[src/rtl/arith_pkg.sv]
// Shared encodings for the multi-cycle arithmetic unit: operation codes and
// controller states used by the top level and its adder/subtractor.
package arith_pkg;

    typedef enum logic [1:0] {
        OP_ADD  = 2'b00,
        OP_SUB  = 2'b01,
        OP_MULU = 2'b10,
        OP_DIVU = 2'b11
    } op_e;

    typedef enum logic [1:0] {
        S_IDLE = 2'b00,
        S_RUN  = 2'b01,
        S_DONE = 2'b10
    } state_e;

endpackage

[src/rtl/arith_addsub.sv]
// Combinational WIDTH-bit adder/subtractor: z = a + (sub ? ~b : b) + sub.
// cout is the carry out of the WIDTH+1 bit sum (for subtraction, 1 = no
// borrow); ovf is two's-complement signed overflow of the same operation.
module arith_addsub #(
    parameter int WIDTH = 32
) (
    input  logic [WIDTH-1:0] a_i,
    input  logic [WIDTH-1:0] b_i,
    input  logic             sub_i,
    output logic [WIDTH-1:0] z_o,
    output logic             cout_o,
    output logic             ovf_o
);

    logic [WIDTH-1:0] bEff;
    logic [WIDTH:0]   sum;

    assign bEff   = sub_i ? ~b_i : b_i;
    assign sum    = {1'b0, a_i} + {1'b0, bEff} + {{WIDTH{1'b0}}, sub_i};
    assign z_o    = sum[WIDTH-1:0];
    assign cout_o = sum[WIDTH];
    assign ovf_o  = (a_i[WIDTH-1] == bEff[WIDTH-1]) && (z_o[WIDTH-1] != a_i[WIDTH-1]);

endmodule

[src/rtl/arith_multicycle.sv]
// Execute-stage arithmetic unit: single-cycle ADD/SUB plus WIDTH-iteration
// unsigned shift-add multiply and restoring divide, with valid/ready
// handshakes on both sides. One shared adder serves every operation.
//
// Datapath registers:
//   hiQ  - product high word (MULU) / partial remainder (DIVU); result_hi
//   loQ  - multiplier shifting out, product low bits shifting in (MULU) /
//          dividend shifting out, quotient bits shifting in (DIVU); result
//   opndQ - the operand held constant during iteration (a for MULU, b for DIVU)
module arith_multicycle
    import arith_pkg::*;
#(
    parameter int WIDTH = 32
) (
    input  logic             clk,
    input  logic             rst,
    input  logic             in_valid,
    output logic             in_ready,
    input  logic [1:0]       op,
    input  logic [WIDTH-1:0] a,
    input  logic [WIDTH-1:0] b,
    output logic             out_valid,
    input  logic             out_ready,
    output logic [WIDTH-1:0] result,
    output logic [WIDTH-1:0] result_hi,
    output logic             cout,
    output logic             ovf,
    output logic             zero,
    output logic             busy
);

    localparam int CNT_W = $clog2(WIDTH + 1);
    localparam logic [CNT_W-1:0] LAST_CNT = CNT_W'(WIDTH - 1);

    state_e           state_q, state_d;
    logic [CNT_W-1:0] cnt_q, cnt_d;
    op_e              op_q, op_d;
    logic [WIDTH-1:0] opnd_q, opnd_d;
    logic [WIDTH-1:0] hi_q, hi_d;
    logic [WIDTH-1:0] lo_q, lo_d;
    logic             cout_q, cout_d;
    logic             ovf_q, ovf_d;
    logic             zero_q, zero_d;

    op_e              opIn;
    logic [WIDTH-1:0] addA, addB, addZ;
    logic             addSub, addCout, addOvf;
    logic [WIDTH-1:0] runHi, runLo;
    logic             divKeep;

    assign opIn = op_e'(op);

    arith_addsub #(.WIDTH(WIDTH)) u_addsub (
        .a_i   (addA),
        .b_i   (addB),
        .sub_i (addSub),
        .z_o   (addZ),
        .cout_o(addCout),
        .ovf_o (addOvf)
    );

    // Adder operand steering: raw inputs while idle, iteration step while running
    always_comb begin
        addA   = a;
        addB   = b;
        addSub = op[0];
        if (state_q == S_RUN) begin
            if (op_q == OP_MULU) begin
                addA   = hi_q;
                addB   = opnd_q;
                addSub = 1'b0;
            end else begin
                addA   = {hi_q[WIDTH-2:0], lo_q[WIDTH-1]};
                addB   = opnd_q;
                addSub = 1'b1;
            end
        end
    end

    // One iteration of multiply or divide, computed from the current registers
    always_comb begin
        divKeep = hi_q[WIDTH-1] | addCout;
        if (op_q == OP_MULU) begin
            if (lo_q[0]) begin
                {runHi, runLo} = {addCout, addZ, lo_q[WIDTH-1:1]};
            end else begin
                {runHi, runLo} = {1'b0, hi_q, lo_q[WIDTH-1:1]};
            end
        end else begin
            runHi = divKeep ? addZ : {hi_q[WIDTH-2:0], lo_q[WIDTH-1]};
            runLo = {lo_q[WIDTH-2:0], divKeep};
        end
    end

    // Controller state register
    always_ff @(posedge clk) begin
        if (rst) begin
            state_q <= S_IDLE;
        end else begin
            state_q <= state_d;
        end
    end

    // Controller next state: single-cycle ops and divide-by-zero skip RUN
    always_comb begin
        state_d = state_q;
        unique case (state_q)
            S_IDLE: begin
                if (in_valid) begin
                    if (opIn == OP_MULU || (opIn == OP_DIVU && b != '0)) begin
                        state_d = S_RUN;
                    end else begin
                        state_d = S_DONE;
                    end
                end
            end
            S_RUN: begin
                if (cnt_q == LAST_CNT) begin
                    state_d = S_DONE;
                end
            end
            S_DONE: begin
                if (out_ready) begin
                    state_d = S_IDLE;
                end
            end
            default: state_d = S_IDLE;
        endcase
    end

    // Handshake and status outputs decoded from the controller state
    always_comb begin
        in_ready  = (state_q == S_IDLE);
        busy      = (state_q != S_IDLE);
        out_valid = (state_q == S_DONE);
    end

    // Datapath next state: capture on accept, iterate in RUN, hold in DONE
    always_comb begin
        cnt_d  = cnt_q;
        op_d   = op_q;
        opnd_d = opnd_q;
        hi_d   = hi_q;
        lo_d   = lo_q;
        cout_d = cout_q;
        ovf_d  = ovf_q;
        zero_d = zero_q;
        unique case (state_q)
            S_IDLE: begin
                if (in_valid) begin
                    op_d   = opIn;
                    cnt_d  = '0;
                    hi_d   = '0;
                    cout_d = 1'b0;
                    ovf_d  = 1'b0;
                    zero_d = 1'b0;
                    unique case (opIn)
                        OP_ADD, OP_SUB: begin
                            lo_d   = addZ;
                            cout_d = addCout;
                            ovf_d  = addOvf;
                            zero_d = (addZ == '0);
                        end
                        OP_MULU: begin
                            opnd_d = a;
                            lo_d   = b;
                        end
                        OP_DIVU: begin
                            if (b == '0) begin
                                lo_d  = '1;
                                hi_d  = a;
                                ovf_d = 1'b1;
                            end else begin
                                opnd_d = b;
                                lo_d   = a;
                            end
                        end
                        default: ;
                    endcase
                end
            end
            S_RUN: begin
                cnt_d = cnt_q + 1'b1;
                hi_d  = runHi;
                lo_d  = runLo;
                if (cnt_q == LAST_CNT) begin
                    cout_d = 1'b0;
                    ovf_d  = (op_q == OP_MULU) && (runHi != '0);
                    zero_d = (runLo == '0);
                end
            end
            default: ;
        endcase
    end

    // Datapath registers, cleared by reset so an aborted operation leaves nothing behind
    always_ff @(posedge clk) begin
        if (rst) begin
            cnt_q  <= '0;
            op_q   <= OP_ADD;
            opnd_q <= '0;
            hi_q   <= '0;
            lo_q   <= '0;
            cout_q <= 1'b0;
            ovf_q  <= 1'b0;
            zero_q <= 1'b0;
        end else begin
            cnt_q  <= cnt_d;
            op_q   <= op_d;
            opnd_q <= opnd_d;
            hi_q   <= hi_d;
            lo_q   <= lo_d;
            cout_q <= cout_d;
            ovf_q  <= ovf_d;
            zero_q <= zero_d;
        end
    end

    assign result    = lo_q;
    assign result_hi = hi_q;
    assign cout      = cout_q;
    assign ovf       = ovf_q;
    assign zero      = zero_q;

endmodule

[config.mk]
export PLATFORM = sky130hd
export DESIGN_NAME = arith_multicycle
export DESIGN_NICKNAME = d
export VERILOG_FILES = /design/src/rtl/arith_pkg.sv /design/src/rtl/arith_addsub.sv /design/src/rtl/arith_multicycle.sv
export SDC_FILE = /design/constraint.sdc
export NUM_CORES = 1
export LEC_CHECK = 0
export BUFFER_PORTS_ARGS = -buffer_cell sky130_fd_sc_hd__buf_4
export CAP_MARGIN = 20
export CORE_AREA = 8 8 162 164
export CTS_CLUSTER_DIAMETER = 150
export DETAILED_ROUTE_END_ITERATION = 6
export DIE_AREA = 0 0 170 172
export GPL_TIMING_DRIVEN = 0
export PLACE_DENSITY = 0.69
export REMOVE_ABC_BUFFERS = 1
export SYNTH_ARGS = -nofsm -noshare
export SYNTH_HDL_FRONTEND = slang
export SYNTH_HIERARCHICAL = 1
export SYNTH_SLANG_ARGS = --single-unit
[constraint.sdc]
create_clock -name clk -period 6.2 [get_ports clk]
set_clock_uncertainty 0.15 [all_clocks]
set_input_delay 0.62 -clock clk [delete_from_list [all_inputs] [get_ports clk]]
set_output_delay 0.62 -clock clk [all_outputs]
set_load 0.03 [all_outputs]
==> flow_summary.toml <==
[cts]
htreeDepth = 3
cts_tree = "done"
clk_latency_ns = 0.39
cts.sinks = 109
cts_made_buffers = 9
clk_pin_slew_worst_paths_ns = 0.09
clock_path_buffers = 2
root_buffer = "clkbuf_16"

[die]
die_w_um = 170
initial_core_util = 0.437
rows = 57
die_y_um = 172
core_um2 = 23800
io_pins = 140
die-area_um2 = 29200

[cells_and_area]
drive_gt1_frac = 0.149
final_common_cell = "nand2_1"
fin_cells = 1930
num-fill-cells = 2396
final_nets = 1704
fin_util = 0.519
area_growth_pct = 18.8
diodes = 0
layout_common_cells = "338 x nand2_1, 154 x buf_4, 143 x a21oi_1"
postLayoutCellArea_um2 = 12400

[timing]
setup_violations = 0
rsz0062_at_grt = "no"
slew_headroom = 0.249
finalHoldWorstSlack_ns = 0.343
fin_crit_ns = 6.07
period_share = 0.979
clock.fmax_ghz = 0.165
finalHoldViolations = 0
maxSlewViolCount = 0
worstMarginPinSlew_ns = 1.13

[yosys]
ys_warn_count = 6
syn_inst = 1544
synth-edff-count = 0
yosysUniqueCellTypes = 68
netlist_area_um2 = 10400
avgSynthCellArea_um2 = 6.74
synthArstFlopShare = 0
synth_top_flop_cell = "dfxtp_1"
ys_seq_area_frac = 0.210
yosys_register_bits = 109

[routing]
drc = 0
vias = 12131
routed_via_density = 6.29
dr.pass1.iters = 5
routed_wl_um = 43000
drt-wirelength-per-cell_um = 22.3
postRouteAntennaNets = 0
drt_iter0_drc = 1195

[power_and_ir_drop]
net-switching-power_w = 0.00197
seqPwrFrac = 0.239
power_leakage_nw = 5.34
p_per_area_nw_per_um2 = 322
ir_drop_mv = 0.129
combPwrFrac = 0.602
power_w = 0.00397
internal-power_w = 0.00201
p_clk_frac = 0.158
swShare = 0.495

[worst_setup_path]
r2r-start = "state_q[0]$_SDFFE_PP0P_"
cpMaxStageDelayCell = "buf_4"
path_common_cell = "a211o_1"
start_kind = "input pin"
crit_start = "op[0]"
cp-end-kind = "flip-flop"
cp_cell_sequence = "buf_4 > o21a_4 > buf_12 > xor2_1 > ha_1 > nor2b_2 > o2111ai_2 > a21oi_2 > or4_1 > a211o_1 > nand3_2 > nand2_2 > a221o_4 > o21a_1 > a211o_1 > a22o_1 > or4_4 > nor4_4 > a21oi_1"
critical_path.max_stage_delay_ns = 0.77
crit_fanout = 68
critPathRequiredTime_ns = 6.32
arrival_ns = 6.19
critPathKind = "in -> reg"

[global_route]
grt_pass1_vias = 11419
grt_max_degree = 101
grt_pass1_wl_um = 66100
gr-max-usage-layer = "met2"
grt_use_met1 = 0.374
globalRouteMet2Util = 0.463
antenna_found_initial = 0
grt_use_total = 0.285
use_met3 = 0.0358
overflow = 0

[run]
maxCapViolations = 0

[placed_design]
io_buffers = 139
dp_cells = 1893
place.gp.congestion = 0.949
placed_area_um2 = 11800
dp_hpwl_um = 30000

[min_path]
min_path_type = "reg -> reg"
holdCritStartpoint = "op_q[1]$_SDFFE_PP0P_"

[run_status]
status = "complete, no violations"
-- worst max-delay path: cells and delay by family --
kind | cells | cell delay [ns]
AOI/OAI and AO/OA | 9 | 2.32
adders and majority gates | 1 | 0.28
buffers and inverters | 2 | 0.95
xor gates and xnor gates | 1 | 0.18
and+or+nand+nor | 6 | 1.78
-- layer usage --
metal  up-vias  wire [um]
met5         -          0
met4         0       1640
met3        80       2920
met2       563      19800
met1      5803      18700
li1       5685          -
-- what timing repair did --
item,in CTS,in global routing
gates cloned,4,1
pin swaps,2,9
resized for setup,12,8
buffers inserted,11,6
setup endpoints to repair,35,1
hold buffers,0,0
-- final cells by class --
| cell class | count | area, um2 | share of cell area |
|---|---|---|---|
| clock buffers | 9 | 225 | 0.0182 |
| clock inverters | 7 | 75.1 | 0.00608 |
| inverters | 13 | 48.8 | 0.00395 |
| multi-input cells | 1291 | 7770 | 0.629 |
| flip-flops and latches | 109 | 2190 | 0.177 |
| well taps | 324 | 405 | 0.0328 |
| repair buffers | 177 | 1640 | 0.133 |
-- worst paths after layout --
kind,to,slack [ns],cells after the start
worst max-delay path,ovf$_SDFFE_PP0P_,0.13,19
worst min-delay path,op_q[1]$_SDFFE_PP0P_,0.34,2
worst max register to register,ovf$_SDFFE_PP0P_,0.13,22
worst min register to register,op_q[1]$_SDFFE_PP0P_,0.34,2
-- logic make-up after synthesis --
logic type / Yosys count / share of synthesized area
AOI/OAI and AO/OA: 488 / 0.314
and+or+nand+nor: 643 / 0.265
muxes: 66 / 0.0639
adders and majority gates: 33 / 0.0404
DFF: 109 / 0.210
buffers and inverters: 147 / 0.0582
xor gates and xnor gates: 58 / 0.0488
-- registers in the layout, summed over array words and instances (netlist names) --
register and flops:
op_q 2, state_q 2, result_hi 32, cnt_q 6, result 32, cout 1, zero 1, ovf 1
opnd_q 32
-- per-stage QoR --
stage | setup WS (ns) | TNS, ns
floorplan | -5.56 | -249.92
global placement | -11.07 | -578.42
detailed placement | -1.68 | -27.51
CTS | 0.0135 | 0
global route | 0.0112 | 0
finish | 0.127 | 0
-- cells in the mapped netlist (13+ instances only) --
master | instances | share of area
a211o_1 | 30 | 0.025
a21o_1 | 22 | 0.016
a21oi_1 | 145 | 0.070
a22oi_1 | 15 | 0.011
a311oi_1 | 34 | 0.029
a31oi_1 | 52 | 0.031
buf_2 | 34 | 0.016
clkbuf_1 | 89 | 0.032
dfxtp_1 | 109 | 0.21
ha_1 | 32 | 0.038
inv_1 | 13 | 0.0047
mux2i_1 | 63 | 0.061
nand2_1 | 340 | 0.12
nand3_1 | 76 | 0.037
nor2_1 | 139 | 0.050
nor2b_1 | 13 | 0.0078
nor3_1 | 17 | 0.0082
nor4_1 | 20 | 0.012
o211a_1 | 29 | 0.028
o21a_1 | 38 | 0.027
o21ai_0 | 40 | 0.019
o21ai_1 | 23 | 0.011
o22ai_1 | 17 | 0.010
xnor2_1 | 16 | 0.013
xor2_1 | 42 | 0.035
-- power groups by stage --
stage               combinational [W]  clock, W  sequential [W]
global placement              0.00218         0        0.000961
global route                  0.00256  0.000654        0.000963
finish                        0.00239  0.000630        0.000951
CTS                           0.00232  0.000633        0.000944
detailed placement            0.00222         0        0.000958
floorplan                     0.00139         0         0.00104
Power figures use the tool's default switching activity.
